--- src/rtl/uart_rx_drain_ctrl.sv ---
// Drains the UART receive FIFO, screens bytes for pe/fe and packs them LE into 32-bit words.
// Latency: out_valid 2 cycles after the 4th read strobe; out_ready low holds the word and stalls reads.
module uart_rx_drain_ctrl #(
    parameter int unsigned TO_W     = 16,
    parameter bit          DROP_ERR = 1'b1
) (
    input  logic            pclk,
    input  logic            prst,
    input  logic            en,
    input  logic [TO_W-1:0] to_limit,
    input  logic            rx_rxne,
    input  logic [7:0]      rx_data,
    input  logic            rx_pe,
    input  logic            rx_fe,
    input  logic            rx_ov,
    input  logic            rx_busy,
    output logic            rx_rd,
    output logic [31:0]     out_data,
    output logic [2:0]      out_bytes,
    output logic            out_valid,
    input  logic            out_ready,
    output logic            to_irq,
    output logic            err_flag,
    input  logic            err_clr
);

    typedef enum logic [1:0] {S_IDLE, S_READ, S_PUSH} state_t;

    localparam logic [TO_W-1:0] TO_ONE = {{(TO_W-1){1'b0}}, 1'b1};

    state_t          state_q, state_d;
    logic [7:0]      lat_data_q, lat_data_d;
    logic            lat_err_q, lat_err_d;
    logic [31:0]     pack_q, pack_d;
    logic [2:0]      byte_cnt_q, byte_cnt_d;
    logic [TO_W-1:0] to_cnt_q, to_cnt_d;
    logic            err_q, err_d;
    logic            ov_q;
    logic            to_inc, to_fire;
    logic            rd_c, irq_c;

    // Idle-line timeout only runs while a partial word is waiting and the line is quiet.
    assign to_inc  = (state_q == S_IDLE) && (byte_cnt_q != 3'd0) && !rx_rxne && !rx_busy
                     && en && (to_limit != '0);
    assign to_fire = to_inc && (to_cnt_q == (to_limit - TO_ONE));

    always_comb begin
        state_d    = state_q;
        lat_data_d = lat_data_q;
        lat_err_d  = lat_err_q;
        pack_d     = pack_q;
        byte_cnt_d = byte_cnt_q;
        to_cnt_d   = to_cnt_q;
        err_d      = err_q;
        rd_c       = 1'b0;
        irq_c      = 1'b0;

        case (state_q)
            S_IDLE: begin
                // Gated by reset so the strobe is quiet while the block is held in reset.
                rd_c = en && rx_rxne && !prst;
                if (rd_c) begin
                    lat_data_d = rx_data;
                    lat_err_d  = rx_pe | rx_fe;
                    state_d    = S_READ;
                end else if (to_fire) begin
                    irq_c   = 1'b1;
                    state_d = S_PUSH;
                end
            end
            S_READ: begin
                state_d = S_IDLE;
                if (!lat_err_q || !DROP_ERR) begin
                    pack_d[{byte_cnt_q[1:0], 3'b000} +: 8] = lat_data_q;
                    byte_cnt_d = byte_cnt_q + 3'd1;
                    if (byte_cnt_d == 3'd4) state_d = S_PUSH;
                end
            end
            S_PUSH: begin
                if (out_ready) begin
                    pack_d     = '0;
                    byte_cnt_d = 3'd0;
                    state_d    = S_IDLE;
                end
            end
            default: state_d = S_IDLE;
        endcase

        if (rd_c || rx_busy || (state_d == S_PUSH && state_q != S_PUSH)) begin
            to_cnt_d = '0;
        end else if (to_inc && (to_cnt_q != {TO_W{1'b1}})) begin
            to_cnt_d = to_cnt_q + TO_ONE;
        end

        if (err_clr) err_d = 1'b0;
        if (((state_q == S_READ) && lat_err_q) || (rx_ov && !ov_q)) err_d = 1'b1;
    end

    always_ff @(posedge pclk or posedge prst) begin
        if (prst) begin
            state_q    <= S_IDLE;
            lat_data_q <= 8'd0;
            lat_err_q  <= 1'b0;
            pack_q     <= 32'd0;
            byte_cnt_q <= 3'd0;
            to_cnt_q   <= '0;
            err_q      <= 1'b0;
            ov_q       <= 1'b0;
        end else begin
            state_q    <= state_d;
            lat_data_q <= lat_data_d;
            lat_err_q  <= lat_err_d;
            pack_q     <= pack_d;
            byte_cnt_q <= byte_cnt_d;
            to_cnt_q   <= to_cnt_d;
            err_q      <= err_d;
            ov_q       <= rx_ov;
        end
    end

    assign rx_rd     = rd_c;
    assign to_irq    = irq_c;
    assign out_valid = (state_q == S_PUSH);
    assign out_data  = pack_q;
    assign out_bytes = byte_cnt_q;
    assign err_flag  = err_q;

endmodule

--- config.mk ---
export PLATFORM = sky130hd
export DESIGN_NAME = uart_rx_drain_ctrl
export DESIGN_NICKNAME = d
export VERILOG_FILES = /design/src/rtl/uart_rx_drain_ctrl.sv
export SDC_FILE = /design/constraint.sdc
export NUM_CORES = 1
export LEC_CHECK = 0
export ABC_AREA = 1
export ABC_CLOCK_PERIOD_IN_PS = 14550
export CELL_PAD_IN_SITES_DETAIL_PLACEMENT = 1
export CELL_PAD_IN_SITES_GLOBAL_PLACEMENT = 1
export CORE_MARGIN = 4
export CORE_UTILIZATION = 41
export CTS_CLUSTER_SIZE = 20
export DETAILED_ROUTE_END_ITERATION = 10
export PLACE_DENSITY_LB_ADDON = 0.05
export SLEW_MARGIN = 20
export SYNTH_ARGS = -nofsm -noshare
export SYNTH_HDL_FRONTEND = slang
export SYNTH_SLANG_ARGS = --single-unit
export TNS_END_PERCENT = 20
--- constraint.sdc ---
create_clock -name pclk -period 14.55 [get_ports pclk]
set_input_delay 3.6375 -clock pclk [delete_from_list [all_inputs] [get_ports pclk]]
set_output_delay 3.6375 -clock pclk [all_outputs]
set_load 0.05 [all_outputs]
======== After elaboration in Yosys (flattened, before gate mapping) ========
Index checks and enable logic that the tools add are counted.
Widths: inputs -> output; s select.
storage, ports and cells
  register bits ........................... 64
  input bits .............................. 34
  output and inout port bits .............. 39
operators by class
  reduce and logical (&&, ||, !) cells .... 27
  mux-type cells .......................... 21
  add/sub/neg operators ................... 4
  bitwise logic cells ..................... 1
  shift operators ......................... 2
  equality and inequality tests ........... 9
operator list
  operator                count
  $mux 32                 2
  $pmux 32 s2             1
  $bwmux 32               1
  $mux 16                 2
  $shift 8x7->32 const A  1
  $shiftx 8x7->32         1
  $add 16x1->16 const B   1
  $eq 16x16->1            1
  $ne 16x16->1 const B    1
  $reduce_bool 16->1      1
  $sub 16x1->16 const B   1
  $logic_and 1x1->1       12
  $mux 2                  5
  $neg 5->7               1
  $mux 1                  6
  $mux 3                  2
  $pmux 2 s3              1
  $pmux 3 s2              1
  $reduce_bool 2->1       3
  $eq 2x2->1 const B      2
  $logic_not 1->1         4
  $ne 2x2->1 const B      2
  $add 3x1->3 const B     1
  $eq 3x3->1 const B      1
  other kinds (8)         10

======== Longest topological paths before layout ========
Gate-level depths: netlist (run 1).
  depth in word-level cells ............... 14
  mapped depth ............................ 16

======== Worst setup path after synthesis (run 1) ========
No wires, ideal clock.
  path type ............................... input to output
  start ................................... input prst
  end ..................................... output rx_rd
  setup slack ............................. 4481 ps
  required time ........................... 10912 ps
  arrival ................................. 6431 ps
  path buffers ............................ 1
  stages on the path ...................... 4
  path through ............................ inv_1 > nand4_1 > inv_1 > clkbuf_1
on the way
  longest elaborated chain between the ends .. 3
ends and longest elaborated chain
  item                       RTL line  RTL
  start: declaration         8         input logic prst,
  $logic_not 1->1 (no line)  -
  $logic_and 1x1->1          61        rd_c = en && rx_rxne && !prst;
  $mux 1                     58        case (state_q)
  end: declaration           17        output logic rx_rd,
No other way between the ends.

======== Worst setup path in the final report (run 1) ========
Same ends and word-level chain as after synthesis.

==> results.sh, run 1 <==
export IMPL_antenna_left=0
export IMPL_critPathLaunchType="primary input"
export IMPL_drc=0
export IMPL_p_int_mw=0.444
export IMPL_worstMarginPinSlew_ps=1040
export IMPL_critical_path_max_stage_delay_ps=880
export IMPL_fin_nets=618
export IMPL_post_cts_setup_buffers=0
export IMPL_die_w_um=103
export IMPL_synth_seq_cells=64
export IMPL_cp_common_cell="clkdlybuf4s50_1"
export IMPL_tns_ps=0
export IMPL_power_mw=0.838
export IMPL_start_util=0.423
export IMPL_final_cell_mix="nand2_1, nor2_1, clkdlybuf4s50_1"
export IMPL_cp_data_arrival_time_ps=6610
export IMPL_io_buffers=72
export IMPL_period_minus_slack_ps=10250
export IMPL_viasPerCell=5.05
export IMPL_drtPass1Iterations=5
export IMPL_synthDistinctLibCells=30
export IMPL_critPathRequiredTime_ps=10910
export IMPL_clkSinkCount=64
export IMPL_wl_um=10400
export IMPL_maxSlewViolCount=0
export IMPL_multi_input_area_mm2=0.00181
export IMPL_gp_congestion=0.836
export IMPL_path_cells="clkdlybuf4s50_1 -> inv_2 -> buf_4 -> nand4_1 -> inv_1 -> clkdlybuf4s50_1"
export IMPL_die_y_um=103
export IMPL_ctsHoldBuffers=0
export IMPL_die_area_mm2=0.0106
export IMPL_drt_iter0_markers=95
export IMPL_combPwrFrac=0.487
export IMPL_area_growth_pct=28.0
export IMPL_rsz0062_at_grt="false"
export IMPL_p_clk_frac=0.189
export IMPL_p_leak_nw=2.13
export IMPL_place_hpwl_um=8030
export IMPL_path_clk_slew_ps=70
export IMPL_ir_drop_uv=139
export IMPL_diodes=0
export IMPL_max_freq_ghz=0.0976
export IMPL_vias=3461
export IMPL_async_flop_share=1.00
export IMPL_numCtsBuffers=9
export IMPL_finClkSkew_ps=8.12
export IMPL_cts_tree="built"
export IMPL_clk_latency_ps=340
export IMPL_regArea_mm2=0.00160
export IMPL_setup_worst_path_end_class="primary output"
export IMPL_syn_nets=540
export IMPL_postSynthCellCount=494
export IMPL_ys_seq_area_frac=0.432
export IMPL_final_common_cell="nand2_1"
export IMPL_avgSynthCellArea_um2=7.51
export IMPL_slew_headroom=0.308
export IMPL_power_density_mw_per_mm2=177
export IMPL_cts_resized=0
export IMPL_hold_viol_final=0
export IMPL_min_period_over_period=0.704
export IMPL_layout_drive_gt1_share=0.0503
export IMPL_fillCellCount=1109
export IMPL_status="completed"
export IMPL_grt_pass1_vias=3688
export IMPL_setup_violations=0
export IMPL_critical_path_class="primary input to primary output"
export IMPL_placementRows=34
export IMPL_syn_cell_area_mm2=0.00371
export IMPL_switching_share=0.470
export IMPL_grt_pass1_wl_um=17100
export IMPL_grt_overflow=0
export IMPL_antenna_found_initial=0
export IMPL_synth_edff_count=0
export IMPL_crit_buf_inv=5
export IMPL_wl_per_cell_um=15.2
export IMPL_ys_flop_type="dfrtp_1"
export IMPL_cp_slowest_cell="clkdlybuf4s50_1"
export IMPL_hp_class="flop to flop"
export IMPL_grt_max_degree=67
export IMPL_maxCapViolCount=0
export IMPL_power_switching_mw=0.394
export IMPL_pwr_share_seq=0.323
export IMPL_cp_top_family="buffers and inverters"
export IMPL_htreeDepth=3
export IMPL_core_mm2=0.00876
export IMPL_grt_use_total=0.206
export IMPL_cts_root_buf="clkbuf_8"
export IMPL_yosys_warnings=0
export IMPL_cp_max_fo=66
export IMPL_clockBufferDepth=2
export IMPL_ios=73
## kinds of logic after synthesis
group                    count (synthesis)  synth area share
XOR/XNOR                                27            0.0637
adder cells (fa/ha/maj)                 12            0.0405
AO/OA/AOI/OAI                           58            0.0914
AND/OR/NAND/NOR                        256             0.293
flip-flops                              64             0.432
buffers and inverters                   77            0.0799
## per-stage QoR
stage          hold WS [ps]  instance area [um^2]  setup WS, ps  instances  utilization
5_1_grt                 528                  4750          3950        685        0.542
3_5_place_dp            476                  4540          4300        669        0.518
6_report                496                  4750          4300        685        0.542
3_3_place_gp            473                  4540          4390        669        0.518
4_1_cts                 501                  4750          4220        685        0.542
2_1_floorplan           467                  3710          4480        494            -
## synth_stat cells, drive strengths merged (3+ instances only)
| cell | count | share of area |
|---|---|---|
| a21oi | 16 | 0.022 |
| nor2 | 80 | 0.086 |
| clkbuf | 5 | 0.0051 |
| o21bai | 3 | 0.011 |
| nand3 | 36 | 0.049 |
| nand3b | 6 | 0.012 |
| dfrtp | 64 | 0.43 |
| nand4 | 8 | 0.013 |
| nor3 | 8 | 0.011 |
| o21ai | 31 | 0.042 |
| inv | 69 | 0.070 |
| xor2 | 22 | 0.052 |
| ha | 12 | 0.040 |
| xnor2 | 5 | 0.012 |
| o31ai | 4 | 0.0081 |
| nand2 | 115 | 0.12 |
## metal layers
layer | up-vias | share of wire | global-route usage
met5 | - | 0 | 0
met4 | 0 | 0.012 | 0.0568
met2 | 65 | 0.53 | 0.386
met3 | 13 | 0.031 | 0.0359
met1 | 1667 | 0.43 | 0.238
li1 | 1716 | - | -
## cell type report
cell class | instances | share of cell area
tap | 108 | 0.0285
clock buffer | 11 | 0.0319
timing repair buffer | 73 | 0.153
multi-input combinational | 353 | 0.381
sequential | 64 | 0.337
clock inverter | 5 | 0.0116
inverter | 71 | 0.0561
## worst paths after layout
check,slack (ps),from,end,cells after the start
min,500,out_data[20],out_data[20],2
max,4300,prst,rx_rd,6
max reg2reg,11420,out_bytes[0],to_cnt_q[15],14
max in group asynchronous,10130,prst,out_data[30],3
min in group asynchronous,3870,prst,ov_q,3
min reg2reg,500,out_data[20],out_data[20],2
## power by group through the flow
stage | logic (mW) | clock network, mW | registers, mW
2_1_floorplan | 0.141 | 0 | 0.396
3_3_place_gp | 0.400 | 0 | 0.272
3_5_place_dp | 0.408 | 0 | 0.274
4_1_cts | 0.413 | 0.163 | 0.272
5_1_grt | 0.444 | 0.172 | 0.278
6_report | 0.409 | 0.159 | 0.271
## worst reg2reg max path: cells and delay by family, from the launching register on
kind	cells	cell delay, ps
AND/OR/NAND/NOR	9	1410
flip-flops	1	590
buffers and inverters	3	500
adder cells (fa/ha/maj)	1	350
XOR/XNOR	1	140
## sequential cells by signal, summed over array words and instances (netlist names)
register,flops
err_flag,1
out_data,32
ov_q,1
to_cnt_q,16
state_q,2
lat_err_q,1
out_bytes,3
lat_data_q,8
(Power assumes the default switching activity.)
==> inputs of run 2 (changes only) <==
--- a/config.mk
+++ b/config.mk
@@ -6,11 +6,11 @@
 export NUM_CORES = 1
 export LEC_CHECK = 0
 export ABC_AREA = 1
-export ABC_CLOCK_PERIOD_IN_PS = 14550
+export ABC_CLOCK_PERIOD_IN_PS = 10200
 export CELL_PAD_IN_SITES_DETAIL_PLACEMENT = 1
 export CELL_PAD_IN_SITES_GLOBAL_PLACEMENT = 1
 export CORE_MARGIN = 4
-export CORE_UTILIZATION = 41
+export CORE_UTILIZATION = 38
 export CTS_CLUSTER_SIZE = 20
 export DETAILED_ROUTE_END_ITERATION = 10
 export PLACE_DENSITY_LB_ADDON = 0.05
==> constraint.sdc (replaced) <==
create_clock -name pclk -period 10.2 [get_ports pclk]
set_input_delay 2.55 -clock pclk [delete_from_list [all_inputs] [get_ports pclk]]
set_output_delay 2.55 -clock pclk [all_outputs]
set_load 0.05 [all_outputs]
==> run 2 against run 1 <==
Against the previous run:
- flip-flop and latch count unchanged
- core utilization fell by 2.8 points
- worst setup slack worse by 1900 ps
- largest power group unchanged
- sequential power increased by 42%
- critical path depth up 6
- routed wire length grew 5.1%
- non-clock buffer count is the same
- first-iteration DRC count is 2.1% higher
- cell area grew 1.4%
==> results.sh, run 2 (synthesized netlist as in run 1, its figures left out) <==
export IMPL_top_layer_used="met4"
export IMPL_drtPass1Iterations=4
export IMPL_viasPerCell=4.91
export IMPL_maxCapViolCount=0
export IMPL_cp_max_fo=5
export IMPL_dr_wl_met2_um=5580
export IMPL_rr_startpoint="out_bytes[0]"
export IMPL_hold_viol_final=0
export IMPL_ctsHoldBuffers=0
export IMPL_numCtsBuffers=9
export IMPL_placementRows=35
export IMPL_critical_path_class="primary input to primary output"
export IMPL_path_cells="clkdlybuf4s50_1 -> inv_1 -> ha_1 -> nand3_1 -> nor2_1 -> nand2_1 -> nand2_1 -> nand2_1 -> nor2_1 -> nand3_1 -> nor2_2 -> clkdlybuf4s50_1"
export IMPL_area_growth_pct=29.8
export IMPL_die_y_um=107
export IMPL_vias=3467
export IMPL_layout_drive_gt1_share=0.0485
export IMPL_ff2ff_path_depth=14
export IMPL_cts_resized=0
export IMPL_ff2ff_setup_slack_ps=6970
export IMPL_placed_cells_incl_taps=690
export IMPL_path_clk_slew_ps=70
export IMPL_fin_nets=618
export IMPL_htreeDepth=3
export IMPL_p_leak_nw=2.16
export IMPL_status="completed"
export IMPL_power_density_mw_per_mm2=257
export IMPL_wl_per_cell_um=15.5
export IMPL_post_cts_setup_buffers=0
export IMPL_rsz0062_at_grt="false"
export IMPL_critPathLaunchType="primary input"
export IMPL_setup_violations=0
export IMPL_die_w_um=107
export IMPL_clkSinkCount=64
export IMPL_final_common_cell="nand2_1"
export IMPL_worstMarginPinSlew_ps=992
export IMPL_drt_iter0_markers=97
export IMPL_clockBufferDepth=2
export IMPL_finClkSkew_ps=13.1
export IMPL_ir_drop_uv=159
export IMPL_diodes=0
export IMPL_io_buffers=72
export IMPL_final_cell_mix="nand2_1, nor2_1, clkdlybuf4s50_1"
export IMPL_gp_congestion=0.869
export IMPL_hp_class="flop to flop"
export IMPL_grt_pass1_wl_um=18700
export IMPL_place_hpwl_um=8390
export IMPL_cp_common_cell="nand2_1"
export IMPL_cp_startpoint="to_limit[0]"
export IMPL_r2r_end="to_cnt_q[15]"
export IMPL_cts_root_buf="clkbuf_8"
export IMPL_clk_latency_ps=340
export IMPL_largest_reg_flops=32
export IMPL_cp_slowest_cell="clkdlybuf4s50_1"
export IMPL_wl_um=10900
export IMPL_slew_headroom=0.336
export IMPL_grt_pass1_vias=3850
export IMPL_maxSlewViolCount=0
export IMPL_antenna_left=0
export IMPL_grt_overflow=0
export IMPL_die_area_mm2=0.0114
export IMPL_critPathRequiredTime_ps=7650
export IMPL_antenna_found_initial=0
export IMPL_min_period_over_period=0.760
export IMPL_drc=0
export IMPL_routed_wl_met3_um=473
export IMPL_max_freq_ghz=0.129
export IMPL_core_mm2=0.00937
export IMPL_grt_use_total=0.205
export IMPL_ios=73
export IMPL_start_util=0.396
export IMPL_cp_data_arrival_time_ps=5210
export IMPL_grt_max_degree=66
export IMPL_tns_ps=0
export IMPL_cts_tree="built"
export IMPL_met1Wirelength_um=4760
export IMPL_setup_worst_path_end_class="primary output"
export IMPL_period_minus_slack_ps=7760
export IMPL_crit_path_end="to_irq"
export IMPL_final_cells=706
export IMPL_critical_path_max_stage_delay_ps=840
## run 2: cell count changes in the layout (fill, tap and decap cells not counted), sizes merged
cell | previous run | this run
bufinv | 1 | 3
clkinvlp | 2 | 0
## run 2: power by group
part	internal [mW]	switching (mW)
Combinational	0.179	0.402
Sequential	0.329	0.0577
Clock	0.169	0.103
## run 2: worst min-delay path by stage
stage | startpoint | end | slack, ps | cells past startpoint
finish | out_data[20] | out_data[20] | 510 | 2
global route | out_data[20] | out_data[20] | 520 | 2
CTS | out_data[20] | out_data[20] | 500 | 2
floorplan | ov_q | err_flag | 470 | 1
global placement | ov_q | err_flag | 470 | 1
detailed placement | out_data[21] | out_data[21] | 480 | 2
## run 2: layout make-up
class	count	area, um^2
Clock inverter	5	104
Inverter	71	267
Tap cell	129	161
Sequential cell	64	1600
Multi-Input combinational cell	353	1810
Timing Repair Buffer	73	728
Fill cell	1212	4560
Clock buffer	11	141
## run 2: per-stage QoR
stage,total power [mW],area (um^2),utilization,worst slack (ps),hold WS [ps]
final,1.24,4810,0.514,2440,505
after global routing,1.32,4810,0.514,2200,516
after CTS,1.25,4810,0.514,2420,501
after detailed placement,0.974,4570,0.488,2430,481
after global placement,0.962,4570,0.488,2510,472
after floorplan,0.766,3710,-,2310,467
## run 2: routing by layer
metal,global-route usage,vias to the layer above
met4,0.0511,0
li1,-,1712
met1,0.247,1677
met3,0.0530,11
met5,0,-
met2,0.365,67
## run 2: worst max-delay path, delay by kind of cell
| family | cells | cell delay (ps) |
|---|---|---|
| fa+ha+maj | 1 | 270 |
| buf+inv | 3 | 1470 |
| simple gates | 8 | 920 |
==> RTL change 1, RTL diff (settings of run 2) <==
Re-encode `state_t` (3 states) as one-hot, 3 bits wide.
--- a/src/rtl/uart_rx_drain_ctrl.sv
+++ b/src/rtl/uart_rx_drain_ctrl.sv
@@ -25,5 +25,5 @@
 );
 
-    typedef enum logic [1:0] {S_IDLE, S_READ, S_PUSH} state_t;
+    typedef enum logic [2:0] {S_IDLE = 3'b001, S_READ = 3'b010, S_PUSH = 3'b100} state_t;
 
     localparam logic [TO_W-1:0] TO_ONE = {{(TO_W-1){1'b0}}, 1'b1};
Formal check against the unedited RTL: no difference found for any inputs over 10 cycles, from zero or initial values and one cycle with prst high; not proved beyond that.
==> RTL change 1 against run 2 <==
  * Worst hold slack better by 0.022 ns
  * Design area rose by 2.8%
  * Core utilization fell by 1.7 points
  * Clock power down 33%
  * Combinational power is 7.2% lower
  * Worst setup slack worse by 0.16 ns
  * Total power decreased by 9.8%
  * Routed wire length grew 4.7%
  * Sequential cell count rose by 1
  * Final cell count increased by 7.5%
  * Synthesized cell count increased by 10%
  * Synthesized area is 6.7% higher
==> RTL change 1: results (changes against run 2) <==
Yosys
  • Register area share after synthesis: 0.4113 (-0.02038)
  • Top cells by instance count after synthesis: sky130_fd_sc_hd__nand2_1 (131), sky130_fd_sc_hd__nor2_1 (109), sky130_fd_sc_hd__inv_1 (69)
  • Proportion of synthesized flip-flops having asynchronous set or reset: 1.000 (unchanged)
  • Number of cells produced by synthesis: 545 (+10%)
  • Net Count, Synth: 588 (+8.9%)
  • Distinct cell type count of the synthesized netlist: 34 (+13%)
  • Largest cells by area after synthesis: sky130_fd_sc_hd__dfrtp_1 (40%), sky130_fd_sc_hd__nand2_1 (12%), sky130_fd_sc_hd__nor2_1 (10%)

Power
  • Peak supply drop: 0.1405 mV (-12%)
  • Leakage power: 2.212 nW (+2.6%)

Critical path
  • Critical register-to-register path startpoint: out_bytes[0]
  • Reg-to-reg endpoint: to_cnt_q[7]
  • Setup slack of the worst register-to-register path: 7.62 ns (+0.65 ns)
  • Max FO, Critical Path: 5 (unchanged)
  • Data arrival at the endpoint of the critical path: 5.36 ns (+0.15 ns)
  • First element of the critical path: to_limit[0]
  • Worst r2r path cells: 13 (-1)

Finish
  • Final-stage net count: 667 (+7.9%)
  • Ratio of cells with drive above 1 in the final layout: 0.05272 (+0.004189)
  • Final cell count without fillers: 759 (+7.5%)
  • Antenna cell count: 0 (unchanged)
  • Flip-flop count of the largest register, all copies and words added: 32 (unchanged)

Hold path
  • Count of cells along the worst hold path: 2 (unchanged)
  • Type of the most critical hold path: register to register
  • Hold Path Origin: out_data[24]
  • Hold-critical path endpoint: out_data[24]

Clock tree
  • Clock-pin slew of the registers on the worst-case setup and hold paths: 0.06 ns
  • Resized Gates After CTS: 0 (unchanged)
  • Clock Tree Buf Depth: 2 (unchanged)
  • TritonCTS buffer count: 9 (unchanged)
  • CTS Root Cell: sky130_fd_sc_hd__clkbuf_8
  • Number of buffers inserted to repair setup after CTS: 0 (unchanged)
  • # H-tree levels: 3 (unchanged)

Global route
  • Largest net degree at the start of global routing: 66 (unchanged)
  • First-pass GRT wire length: 19060 um (+2.1%)
  • Via count of the first global-routing pass: 3972 (+3.2%)
  • Antenna violations before repair: 0 (unchanged)
  • Total global-route track usage: 0.2053 (about the same)

Placed design
  • # placed instances: 746 (+8.1%)
  • Half-perimeter wire length of the detailed placement result: 9140 um (+9.0%)
  • Placed standard-cell area: 4800 sq um (+5.0%)
  • RePlAce Congestion: 0.8733 (+0.53%)

Route
  • Iteration-0 DRC Markers: 126 (+30%)
  • Post-Route WL: 11450 um (+4.7%)
  • Via Count: 3688 (+6.4%)
  • Total iterations of the first detailed-routing run: 4 (unchanged)

STA
  • Clock tree skew after final layout: 0.007398 ns (-0.005687 ns)
  • Tightest Pin Transition: 0.8516 ns (-0.1403 ns)
  • Final Hold Slack: 0.5270 ns (+0.02191 ns)

Status
  • Outcome: complete, no violations
## RTL change 1: cell types whose count changed in the layout (fill, tap and decap cells not counted), moves of 3 or more
cell                        before  now
sky130_fd_sc_hd__o21ai_1         0   13
sky130_fd_sc_hd__nor2_1         75  109
sky130_fd_sc_hd__bufinv_16       3    0
sky130_fd_sc_hd__o21ai_0        31   13
sky130_fd_sc_hd__nor3_1          8    5
sky130_fd_sc_hd__nand2_1       114  131
sky130_fd_sc_hd__o31ai_1         4    0
sky130_fd_sc_hd__a21oi_1        16   21
sky130_fd_sc_hd__ha_1           12    9
sky130_fd_sc_hd__nand3_1        36   40
sky130_fd_sc_hd__nand3b_1        6    2
## RTL change 1: critical path: stages
cell and delay, ns:
sky130_fd_sc_hd__clkdlybuf4s50_1 0.44, sky130_fd_sc_hd__inv_1 0.11, sky130_fd_sc_hd__ha_1 0.24, sky130_fd_sc_hd__inv_1 0.11, sky130_fd_sc_hd__nor2_1 0.21, sky130_fd_sc_hd__nor2_1 0.09, sky130_fd_sc_hd__nor3_1 0.20, sky130_fd_sc_hd__nand3_1 0.11
sky130_fd_sc_hd__nor3b_1 0.26, sky130_fd_sc_hd__nand4_1 0.11, sky130_fd_sc_hd__nor2_1 0.11, sky130_fd_sc_hd__clkdlybuf4s50_1 0.81
## RTL change 1: logic make-up (layout without fill, tap and decap cells)
family,count (synthesis),count (layout),share of synthesized area
adder cells (fa/ha/maj),9,9,0.02845
AO/OA/AOI/OAI,54,54,0.07936
XOR/XNOR,29,29,0.06418
AND/OR/NAND/NOR,310,310,0.3332
buffers and inverters,78,159,0.08346
flip-flops,65,65,0.4113
## RTL change 1: how the worst max path moves through the flow
stage,end
3_3_place_gp,to_irq
5_1_grt,to_irq
2_1_floorplan,rx_rd
3_5_place_dp,to_irq
6_report,to_irq
4_1_cts,to_irq
## RTL change 1: power by group
part           switching (mW)  internal (mW)  total (mW)
Clock                  0.0922         0.0905       0.183
Sequential             0.0628          0.334       0.396
Combinational           0.368          0.171       0.539
Total                   0.523          0.595        1.12
## RTL change 1: final cells by class
class | instances | area, sq um
tap | 133 | 166.4
multi-input combinational | 402 | 1999
inverter | 72 | 270.3
clock buffer | 12 | 145.1
sequential | 65 | 1628
timing repair buffer | 74 | 735.7
fill | 1301 | 5005
clock inverter | 1 | 5.005
## RTL change 1: through the flow
step	setup WS [ns]	util
6_report	2.289	0.4972
5_1_grt	1.997	0.4972
4_1_cts	2.308	0.4972
3_5_place_dp	2.324	0.4822
3_3_place_gp	2.415	0.4822
2_1_floorplan	2.450	-
## RTL change 1: layer usage
metal	up-vias	wire (um)	GRT usage
met5	-	0	0
met4	0	136	0.05432
met3	11	356	0.04077
met2	55	6157	0.3852
met1	1760	4800	0.2359
li1	1862	-	-
==> RTL change 2, RTL diff (config.mk and constraints of run 2) <==
Without the edit above. Set the parameter `TO_W` to 18 (it was 16).
--- a/src/rtl/uart_rx_drain_ctrl.sv
+++ b/src/rtl/uart_rx_drain_ctrl.sv
@@ -2,5 +2,5 @@
 // Latency: out_valid 2 cycles after the 4th read strobe; out_ready low holds the word and stalls reads.
 module uart_rx_drain_ctrl #(
-    parameter int unsigned TO_W     = 16,
+    parameter int unsigned TO_W     = 18,
     parameter bit          DROP_ERR = 1'b1
 ) (
Interface: changed (resized to_limit); port bits go from 73 to 75. The function was not compared with the original's and may differ.
==> RTL change 2 against run 2 <==
  * Sequential cell count increased by 2
  * Worst hold slack got worse by 0.0088 ns
  * Highest routed layer unchanged
  * First-iteration DRC count increased by 12%
  * Total power increased by 4.1%
  * Routed wire length up 5.2%
  * Design area increased by 7.5%
  * Synthesized area increased by 9.7%
  * Die area grew 8.9%
  * Count of clock-buffer cells in the layout grew 2
  * Worst setup slack improved by 0.055 ns
==> RTL change 2: results (changes against run 2) <==
Yosys
  • Net Count, Synth: 609 (+13%)
  • Distinct cell type count of the synthesized netlist: 32 (+6.7%)
  • Number of cells produced by synthesis: 561 (+14%)
  • Register area share after synthesis: 0.4059 (-0.02580)
  • Largest cells by area after synthesis: sky130_fd_sc_hd__dfrtp_1 (41%), sky130_fd_sc_hd__nand2_1 (13%), sky130_fd_sc_hd__inv_1 (7.5%)
  • Top cells by instance count after synthesis: sky130_fd_sc_hd__nand2_1 (145), sky130_fd_sc_hd__inv_1 (81), sky130_fd_sc_hd__dfrtp_1 (66), sky130_fd_sc_hd__nor2_1 (66), sky130_fd_sc_hd__o21ai_0 (38)
  • Area share of the largest cell type after synthesis: 0.4059 (-0.02580)

Finish
  • Ratio of cells with drive above 1 in the final layout: 0.08050 (+0.03197)
  • Final cell count without fillers: 782 (+11%)
  • Antenna cell count: 0 (unchanged)
  • Final-stage net count: 689 (+11%)

Power
  • Peak supply drop: 0.2170 mV (+36%)
  • Leakage power: 2.350 nW (+9.0%)
  • Switch Pwr: 0.6132 mW (+9.0%)

Placed design
  • Half-perimeter wire length of the detailed placement result: 9072 um (+8.2%)
  • Count of buffers inserted at the top-level ports: 74 (+2.8%)
  • # placed instances: 766 (+11%)
  • RePlAce Congestion: 0.8896 (+2.4%)

Hold path
  • Hold-critical path endpoint: err_flag
  • Count of cells along the worst hold path: 1 (-1)
  • Hold Path Origin: ov_q

Critical path
  • Setup slack of the worst register-to-register path: 6.71 ns (-0.26 ns)
  • Worst r2r path cells: 11 (-3)
  • Max FO, Critical Path: 6 (+1)
  • Data arrival at the endpoint of the critical path: 5.15 ns (-0.06 ns)

Route
  • Met3 wirelength from detailed routing: 305 um (-36%)
  • Iteration-0 DRC Markers: 109 (+12%)
  • Via Count: 3809 (+9.9%)
  • Average detailed-routed wire length per instance: 14.71 um (-5.0%)

Global route
  • Via count of the first global-routing pass: 4220 (+9.6%)
  • Largest net degree at the start of global routing: 68 (+3.0%)
  • First-pass GRT wire length: 19880 um (+6.5%)
  • Total global-route track usage: 0.1942 (-0.01093)

STA
  • Clock tree skew after final layout: 0.01068 ns (-0.002401 ns)
  • Worst max-slew margin expressed relative to the limit: 0.3504 (+0.01418)

Status
  • Outcome: complete, no violations
[RTL change 2: cells by family (layout without fill, tap and decap cells)]
logic type      after synthesis  after routing  share of synthesized area
buf+inv                      93            178                    0.08887
flops                        66             66                     0.4059
xor+xnor                     26             26                    0.05597
compound gates               65             65                    0.08948
fa+ha+maj                    12             12                    0.03690
simple gates                299            299                     0.3229
[RTL change 2: cell type report]
class | count | area (sq um)
sequential | 66 | 1652
timing repair buffer | 77 | 763.2
multi-input combinational | 402 | 2056
fill | 1340 | 5195
clock inverter | 3 | 46.29
inverter | 85 | 319.1
clock buffer | 13 | 168.9
tap | 136 | 170.2
[RTL change 2: worst max path at each step]
stage,endpoint
2_1_floorplan,rx_rd
3_3_place_gp,rx_rd
3_5_place_dp,to_irq
4_1_cts,to_irq
5_1_grt,to_irq
6_report,to_irq
[RTL change 2: per-layer routing]
layer | vias to the layer above | track usage
met5 | - | 0
met4 | 0 | 0.06164
met3 | 13 | 0.03261
met2 | 57 | 0.3655
met1 | 1826 | 0.2229
li1 | 1913 | -
[RTL change 2: power by group through the flow]
stage / Sequential [mW] / Combinational [mW] / Clock, mW
finish: 0.411 / 0.645 / 0.234
global route: 0.424 / 0.704 / 0.254
CTS: 0.412 / 0.653 / 0.242
detailed placement: 0.415 / 0.648 / 0
global placement: 0.413 / 0.639 / 0
floorplan: 0.616 / 0.219 / 0
[RTL change 2: worst max-delay path, stage by stage]
cell and delay, ns:
sky130_fd_sc_hd__clkdlybuf4s50_1 0.44, sky130_fd_sc_hd__inv_1 0.15, sky130_fd_sc_hd__ha_1 0.30, sky130_fd_sc_hd__nand3_4 0.14, sky130_fd_sc_hd__nor2_4 0.18, sky130_fd_sc_hd__nand2_1 0.09, sky130_fd_sc_hd__xor2_1 0.14, sky130_fd_sc_hd__nand2_1 0.08
sky130_fd_sc_hd__nor2_1 0.13, sky130_fd_sc_hd__nand2_2 0.10, sky130_fd_sc_hd__inv_1 0.06, sky130_fd_sc_hd__clkdlybuf4s50_1 0.80
[RTL change 2: metrics by stage]
stage / setup slack (ns) / hold slack, ns / util / cell area, sq um / total power [mW]
floorplan: 2.574 / 0.4641 / - / 4069 / 0.8351
finish: 2.499 / 0.4963 / 0.4990 / 5175 / 1.290
global placement: 2.518 / 0.4744 / 0.4783 / 4960 / 1.052
detailed placement: 2.459 / 0.4933 / 0.4783 / 4960 / 1.063
CTS: 2.458 / 0.5041 / 0.4990 / 5175 / 1.307
global route: 2.257 / 0.5075 / 0.4990 / 5175 / 1.382
